<file path="src/rtl/seg7_pkg.sv">
// Shared seven-segment constants: glyph table, blank pattern and lookup helper.
package seg7_pkg;

    localparam logic [7:0] SEG_BLANK = 8'hFF;

    // Active-high gfedcba glyphs; entry n is the glyph for hex digit n.
    localparam logic [15:0][6:0] GLYPH_TABLE = {
        7'h71, 7'h79, 7'h5E, 7'h39, 7'h7C, 7'h77, 7'h6F, 7'h7F,
        7'h07, 7'h7D, 7'h6D, 7'h66, 7'h4F, 7'h5B, 7'h06, 7'h3F
    };

    function automatic logic [6:0] glyph_of(input logic [3:0] nib);
        return GLYPH_TABLE[nib];
    endfunction

endpackage

</file>
<file path="src/rtl/seg7_glyph_rom.sv">
// Combinational hex nibble to active-high gfedcba glyph.
module seg7_glyph_rom
    import seg7_pkg::*;
(
    input  logic [3:0] nib,
    output logic [6:0] glyph
);

    // Table lookup through the package helper.
    always_comb begin
        glyph = glyph_of(nib);
    end

endmodule

</file>
<file path="src/rtl/seg7_scan_n.sv">
// Self-clocked N-digit multiplexed seven-segment driver for common-anode
// displays: prescaler, digit scan, guard interval, frame-synchronous shadow
// of display data, per-digit blink and leading-zero suppression.
module seg7_scan_n
    import seg7_pkg::*;
#(
    parameter int DIGITS       = 8,
    parameter int CLK_DIV      = 50000,
    parameter int GUARD        = 1,
    parameter int BLINK_FRAMES = 64
) (
    input  logic                  clk,
    input  logic                  rst_n,
    input  logic [4*DIGITS-1:0]   hexs,
    input  logic [DIGITS-1:0]     point,
    input  logic [DIGITS-1:0]     les,
    input  logic [DIGITS-1:0]     blink_en,
    input  logic                  lz_blank,
    output logic [DIGITS-1:0]     an,
    output logic [7:0]            segment,
    output logic                  frame_done
);

    localparam int CW = $clog2(CLK_DIV);
    localparam int IW = $clog2(DIGITS);
    localparam int BW = (BLINK_FRAMES > 1) ? $clog2(BLINK_FRAMES) : 1;

    logic [CW-1:0]         c;
    logic [IW-1:0]         idx;
    logic [4*DIGITS-1:0]   sh_hex;
    logic [DIGITS-1:0]     sh_point;
    logic [DIGITS-1:0]     sh_les;
    logic [DIGITS-1:0]     sh_blink;
    logic [BW-1:0]         blink_cnt;
    logic                  blink_phase;
    logic                  load_pending;

    logic                  slot_end;
    logic                  frame_end;
    logic                  guarded;
    logic [3:0]            nib;
    logic [6:0]            glyph;
    logic [DIGITS-1:0]     upper_zero;
    logic [DIGITS-1:0]     an_nxt;
    logic [7:0]            seg_nxt;

    // Slot and frame boundary decode.
    always_comb begin
        slot_end  = (c == CW'(CLK_DIV - 1));
        frame_end = slot_end && (idx == IW'(DIGITS - 1));
        guarded   = (c < CW'(GUARD));
    end

    // Slot prescaler and digit index.
    always_ff @(posedge clk or negedge rst_n) begin
        if (!rst_n) begin
            c   <= '0;
            idx <= '0;
        end else begin
            if (slot_end) begin
                c   <= '0;
                idx <= (idx == IW'(DIGITS - 1)) ? '0 : idx + 1'b1;
            end else begin
                c <= c + 1'b1;
            end
        end
    end

    // Shadow registers: loaded once after reset and then only at frame end.
    always_ff @(posedge clk or negedge rst_n) begin
        if (!rst_n) begin
            sh_hex       <= '0;
            sh_point     <= '0;
            sh_les       <= '0;
            sh_blink     <= '0;
            load_pending <= 1'b1;
        end else begin
            if (load_pending || frame_end) begin
                sh_hex   <= hexs;
                sh_point <= point;
                sh_les   <= les;
                sh_blink <= blink_en;
            end
            load_pending <= 1'b0;
        end
    end

    // Blink half-period counter, advanced once per frame.
    always_ff @(posedge clk or negedge rst_n) begin
        if (!rst_n) begin
            blink_cnt   <= '0;
            blink_phase <= 1'b0;
        end else if (frame_end) begin
            if (blink_cnt == BW'(BLINK_FRAMES - 1)) begin
                blink_cnt   <= '0;
                blink_phase <= ~blink_phase;
            end else begin
                blink_cnt <= blink_cnt + 1'b1;
            end
        end
    end

    // Nibble of the digit currently being scanned.
    always_comb begin
        nib = sh_hex[{idx, 2'b00} +: 4];
    end

    seg7_glyph_rom u_rom (
        .nib   (nib),
        .glyph (glyph)
    );

    // Digit i is a leading zero when it and every higher digit are zero.
    always_comb begin
        upper_zero = '0;
        for (int unsigned k = 0; k < DIGITS; k++) begin
            upper_zero[k] = ((sh_hex >> (4 * k)) == '0);
        end
    end

    // Next anode/segment pattern with blank priority: les/blink, then zero suppression.
    always_comb begin
        an_nxt  = '1;
        seg_nxt = SEG_BLANK;
        if (!guarded) begin
            an_nxt[idx] = 1'b0;
            if (sh_les[idx] || (sh_blink[idx] && blink_phase)) begin
                seg_nxt = SEG_BLANK;
            end else if (lz_blank && (idx != '0) && upper_zero[idx]) begin
                seg_nxt = {~sh_point[idx], 7'h7F};
            end else begin
                seg_nxt = ~{sh_point[idx], glyph};
            end
        end
    end

    // Registered outputs.
    always_ff @(posedge clk or negedge rst_n) begin
        if (!rst_n) begin
            an         <= '1;
            segment    <= SEG_BLANK;
            frame_done <= 1'b0;
        end else begin
            an         <= an_nxt;
            segment    <= seg_nxt;
            frame_done <= frame_end;
        end
    end

endmodule

</file>
<file path="config.mk">
export PLATFORM = sky130hd
export DESIGN_NAME = seg7_scan_n
export DESIGN_NICKNAME = d
export VERILOG_FILES = /design/src/rtl/seg7_pkg.sv /design/src/rtl/seg7_glyph_rom.sv /design/src/rtl/seg7_scan_n.sv
export SDC_FILE = /design/constraint.sdc
export NUM_CORES = 1
export LEC_CHECK = 0
export ABC_CLOCK_PERIOD_IN_PS = 3800
export CAP_MARGIN = 20
export CORE_MARGIN = 1.5
export CORE_UTILIZATION = 54
export CTS_CLUSTER_DIAMETER = 60
export DETAILED_ROUTE_END_ITERATION = 8
export PLACE_DENSITY = 0.88
export SLEW_MARGIN = 20
export SYNTH_ARGS = -nofsm -noshare
export SYNTH_HDL_FRONTEND = slang
export SYNTH_SLANG_ARGS = --single-unit
export TNS_END_PERCENT = 5
</file>
<file path="constraint.sdc">
create_clock -name clk -period 3.8 [get_ports clk]
set_input_delay 1.14 -clock clk [delete_from_list [all_inputs] [get_ports clk]]
set_output_delay 1.14 -clock clk [all_outputs]
set_load 0.005 [all_outputs]
</file>
After elaboration in Yosys (flattened, before gate mapping)
Memories as Yosys holds them, arrays and structs flattened.
Cells that the tools add are included.
Widths: inputs -> output; s select.
{"block": "totals", "latch_bits": 0, "output_inout_bits": 17, "word_cells": 63, "mem_bits_ro": 112, "register_bits": 100, "n_memories": 1, "ramBits": 0, "in_bits": 59}
{"block": "classes", "n_eq_ne": 3, "n_addsub": 3, "shifts": 1, "n_div": 0, "reduce_logical": 17, "n_lt_le_gt_ge": 4, "mul": 0, "n_mux": 18, "bitwise": 4}
{"name": "(name not given)", "words": 16, "width": 7, "rd": 1, "rd_ports_with_merged_regs": 0, "write_ports": 0, "line": "seg7_pkg.sv:13", "text": "return GLYPH_TABLE[nib];"}
{"op": "$logic_not 32->1", "count": 8}
{"op": "$mux 8", "count": 4}
{"op": "$shiftx 32x6->4", "count": 1}
{"op": "$add 16x1->16 const B", "count": 1}
{"op": "$eq 16x16->1 const B", "count": 1}
{"op": "$lt 16x1->1 const B", "count": 1}
{"op": "$mux 16", "count": 1}
{"op": "$not 8->8", "count": 2}
{"op": "$bmux 1 s3", "count": 4}
{"op": "$mux 7", "count": 1}
{"op": "$add 6x1->6 const B", "count": 1}
{"op": "$eq 6x6->1 const B", "count": 1}
{"op": "$mux 6", "count": 1}
{"op": "$logic_and 1x1->1", "count": 5}
{"op": "$lt 4x5->1 const B", "count": 1}
{"op": "$mux 1", "count": 5}
{"op": "$lt 3x4->1 const B", "count": 1}
{"op": "$add 3x1->3 const B", "count": 1}
{"op": "$demux 1 s3", "count": 1}
{"op": "$eq 3x3->1 const B", "count": 1}
{"op": "$ge 3x1->1 const B", "count": 1}
{"op": "$mux 3", "count": 1}
{"op": "$reduce_bool 3->1", "count": 1}
{"op": "$logic_or 1x1->1", "count": 2}
{"op": "2 further kinds", "count": 3}

Longest topological paths before layout
{"block": "depth", "ltp_word": 7, "ltp_mapped": 11, "ltp_nobuf": 9}

Cells and area by module
Synthesis repeated with hierarchy kept, for this count alone.
{"block": "hier_totals", "hier_cells": 407, "area_unflattened_um2": 5006.1}
{"mod": "seg7_scan_n", "area_each_um2": 4718.3, "cells_per_inst": 374, "seq_area_each_um2": 2523.7, "instances": 1}
{"mod": "seg7_glyph_rom", "area_each_um2": 287.8, "cells_per_inst": 33, "seq_area_each_um2": 0.0, "instances": 1}

Worst setup path before layout
No wires, ideal clock.
{"block": "synth_path", "path_type": "reg-to-reg", "start": "register idx[1]", "end": "register segment[5]", "required_time_ns": 3.706, "t_arrival_ns": 2.650, "stages_incl_launch_ff": 12, "period_less_slack_ns": 2.744, "path_buffers": 2, "setup_slack_ns": 1.056, "setup_ns": 0.094, "cell_sequence": "dfrtp_1 buf_6 buf_8 mux2_1 a221oi_1 a21oi_1 a311oi_2 inv_1 ha_1 nand2_1 nor2_1 or4_1"}
{"block": "synth_between", "elab_chain_len": 7, "word_cells_on_any_way": 18, "classes_between": "shift (1); mux (10); bitwise (1); reduce/logical (5); memory (1)"}
{"item": "from (decl)", "line": "seg7_scan_n.sv:29", "text": "logic [IW-1:0] idx;"}
{"item": "from (signal assigned)", "line": "seg7_scan_n.sv:62", "text": "idx <= (idx == IW'(DIGITS - 1)) ? '0 : idx + 1'b1;"}
{"item": "$shiftx 32x6->4", "line": "seg7_scan_n.sv:105", "text": "nib = sh_hex[{idx, 2'b00} +: 4];"}
{"item": "$mem_v2 16x7"}
{"item": "$mux 7 (not written as such)", "line": "seg7_pkg.sv:13"}
{"item": "$not 8->8", "line": "seg7_scan_n.sv:132", "text": "seg_nxt = ~{sh_point[idx], glyph};"}
{"item": "$mux 8", "line": "seg7_scan_n.sv:129", "text": "end else if (lz_blank && (idx != '0) && upper_zero[idx]) begin"}
{"item": "$mux 8 (*)", "line": "seg7_scan_n.sv:127", "text": "if (sh_les[idx] || (sh_blink[idx] && blink_phase)) begin"}
{"item": "$mux 8 (*)", "line": "seg7_scan_n.sv:125", "text": "if (!guarded) begin"}
{"item": "net seg_nxt[5]", "line": "seg7_scan_n.sv:45", "text": "logic [7:0] seg_nxt;"}
{"item": "to (signal assigned)", "line": "seg7_scan_n.sv:145", "text": "segment <= seg_nxt;"}
{"item": "to (decl)", "line": "seg7_scan_n.sv:20", "text": "output logic [7:0] segment,"}
Mark *: on every way through the listed nets, which the timed path passes. The rest lies on a longest branch. The select of a mux whose other input is x is not followed.
A chain may end at the register's enable or synchronous reset.

Worst setup path after layout
{"block": "layout_path", "start": "register idx[0]", "end": "register segment[3]"}
The elaborated chain is that of the path after synthesis.

==> results.py <==
metrics = {
    "layout": {
        "layout-drive-gt1-share_pct": 24.89,
        "multi_input_gate_area_sq_um": 2211,
        "design.final.nets": 536,
        "antennaDiodeCount": 0,
        "final_core_utilization_pct": 67.60,
        "layout-area-overhead-vs-synth_pct": 20.18,
        "sequential_cell_area_sq_um": 2524,
        "final.fill_count": 614,
    },
    "global_route": {
        "antenna_found_initial": 0,
        "grt_pass1_vias": 3447,
        "grt_pass1_wl_um": 17110,
        "pin_count_of_the_biggest_net_entering_global_routing": 87,
        "aggregate_global_routing_overflow": 0,
        "gr-usage-all-layers_pct": 22.44,
    },
    "yosys": {
        "synth.cells.most_frequent": "83 x dfrtp_1, 60 x mux2_2, 30 x nand2_1",
        "synth_cell_type_count": 61,
        "yosysTopAreaCell": "dfrtp_1",
        "number_of_nets_produced_by_synthesis": 463,
        "synth_seq_cells": 100,
        "synth.most_common_cell": "dfrtp_1",
        "ys.flop_type": "dfrtp_1",
        "ys_seq_area_share_pct": 51.19,
        "synthesis.area_sq_um": 4930,
        "synth_top_cells_by_area": "dfrtp_1 42%, mux2_2 14%, dfstp_2 9.1%",
        "syn-mean-instance-area_sq_um": 12.58,
        "yosysWarnings": 0,
        "synth_top_cell_area_share_pct": 42.13,
        "postSynthCellCount": 392,
        "synth_enable_flop_cells": 0,
        "ys_async_sr_fraction_pct": 100.0,
    },
    "setup_path": {
        "crit_required_ns": 4.11,
        "worst_setup_path_endpoint": "segment[3]",
        "setup.worst_path.end_class": "flop",
        "cp.arrival_ns": 3.55,
        "critPathKind": "flop to flop",
        "reg2reg_slack_ns": 0.57,
        "critPathMaxFanout": 18,
        "regToRegStartpoint": "idx[0]",
        "rr_worst_depth": 7,
        "startpoint_type": "flop",
        "regToRegEndpoint": "segment[3]",
        "timing.critical_path.from": "idx[0]",
    },
    "power_and_ir_drop": {
        "ir_drop_mv": 0.2377,
        "p_leak_nw": 2.429,
        "pwr_density_cell_nw_per_um2": 380.0,
        "fin_total_pwr_mw": 2.252,
    },
    "cts": {
        "cts_sinks": 100,
        "clock_slew_seen_by_the_registers_of_the_worst_setup_and_hold_paths_ns": 0.10,
        "cts_tree": "yes",
        "cts_hold_buf": 0,
        "clock_path_buffers": 2,
        "htree_num_levels": 3,
        "cts_buffers": 9,
        "clk_latency_ns": 0.37,
        "postCtsResizedCells": 0,
        "root_buffer": "clkbuf_8",
        "cts.repair_timing.setup_buffer_count": 0,
    },
    "sta": {
        "aggregate_negative_setup_slack_ns": 0,
        "setup_viol_count_final": 0,
        "max-slew-margin-rel_pct": 36.27,
        "grt_setup_unrepaired": "false",
        "slew_viol_final": 0,
        "fin_crit_ns": 3.232,
        "min_period_over_period_pct": 85.06,
        "skew_ns": 0.008309,
        "timing_hold_violations_final": 0,
        "tightestPinTransition_ns": 0.9524,
        "maxClockFrequency_mhz": 309.4,
        "fin_worst_hold_slack_ns": 0.4852,
    },
    "floorplanning": {
        "initial_core_util_pct": 56.25,
        "die_w_um": 98.55,
        "core_rows": 34,
        "coreArea_sq_um": 8763,
        "floorplan.die.height_um": 98.55,
        "die_outline_area_sq_um": 9711,
        "top_level_ports": 76,
    },
    "place": {
        "gpl.final_weighted_congestion": 0.9131,
        "detailedPlacementHpwl_um": 7629,
        "port-buffer-count": 75,
    },
    "routing": {
        "post_drt_via_cell_ratio": 5.896,
        "detailedRoute.firstIterationViolations": 199,
        "routed_wirelength_um": 10310,
        "routedWlPerCell_um": 17.83,
        "drcViolationCount": 0,
        "detail_route.first_pass.iterations": 4,
        "vias": 3408,
        "ant_nets": 0,
    },
    "flow_run": {
        "timing.max_cap.violations": 0,
    },
    "min_path": {
        "path_category_of_the_worst_min_delay_check": "flop to flop",
        "holdCritStartpoint": "blink_cnt[5]",
    },
    "outcome": {
        "status": "completed",
    },
}
[through the flow]
| step | cells | worst slack (ns) | instance area, sq um |
|---|---|---|---|
| after CTS | 578 | 0.5837 | 5921 |
| after detailed placement | 562 | 0.5977 | 5689 |
| after floorplan | 392 | 1.056 | 4930 |
| after global placement | 562 | 0.7356 | 5689 |
| after global routing | 578 | 0.3483 | 5924 |
| final | 578 | 0.5677 | 5924 |
[cells in the final DEF (no fill, tap or decap), types with 6 or more instances in the layout]
cell type and n:
mux2_2 60, dfrtp_1 83, clkdlybuf4s50_1 74, dfstp_2 17, nor4_1 10, clkbuf_8 9, ha_1 12, o21ai_0 9
nand4_1 6, mux2i_1 11, nand3_1 7, nor2_1 16, inv_1 9, xor2_1 9, xnor2_1 6, a21oi_1 10
nand2_1 30, mux2_1 7
[layer usage]
layer  vias up  share of wire [%]  GRT usage, %
li1       1573                  -             -
met1      1686                 42         29.93
met2       123                 50         35.77
met3        26                5.5         4.326
met4         0                2.8         10.29
met5         -                  0             0
[logic make-up after synthesis]
group / share of synthesized area [%]
compound gates: 8.224
buf+inv: 4.112
other cells: 0.07607
flops: 51.19
simple gates: 11.78
fa+ha+maj: 3.046
mux: 18.91
xor+xnor: 2.665
[worst min-delay path by stage]
| stage | endpoint | slack, ns | depth (start not counted) |
|---|---|---|---|
| after floorplan | blink_cnt[5] | 0.44 | 1 |
| after global placement | blink_cnt[5] | 0.47 | 1 |
| after detailed placement | blink_cnt[5] | 0.46 | 1 |
| after CTS | blink_cnt[5] | 0.48 | 1 |
| after global routing | blink_cnt[5] | 0.49 | 1 |
| final | blink_cnt[5] | 0.49 | 1 |
[sequential cells by signal, summed over array words and instances, names as in the netlist]
register and flops:
blink_phase 1, c 16, sh_point 8, sh_hex 32
blink_cnt 6, segment 8, sh_blink 8, idx 3
an 8, frame_done 1, load_pending 1, sh_les 8
[layout make-up]
class | instances | share of cell area [%]
clock buffers | 9 | 2.091
clock inverters | 7 | 1.816
inverters | 9 | 0.5702
multi-input cells | 265 | 37.32
flip-flops and latches | 100 | 42.60
well taps | 108 | 2.281
repair buffers | 80 | 13.33
[worst max-delay path, cell delays in order, from the launching register on]
cell and delay, ns:
dfrtp_1 0.77, inv_1 0.31, ha_1 0.30, or4_1 0.46, a2111oi_4 0.35, a41oi_2 0.17
o41ai_4 0.60, or4_1 0.21
[power breakdown]
part           internal, mW  leakage (nW)  switching (mW)
Clock                 0.383         0.114           0.392
Sequential             1.15          1.19          0.0518
Combinational         0.167          1.12           0.111
Note: power is estimated with default switching activity, not from simulation.
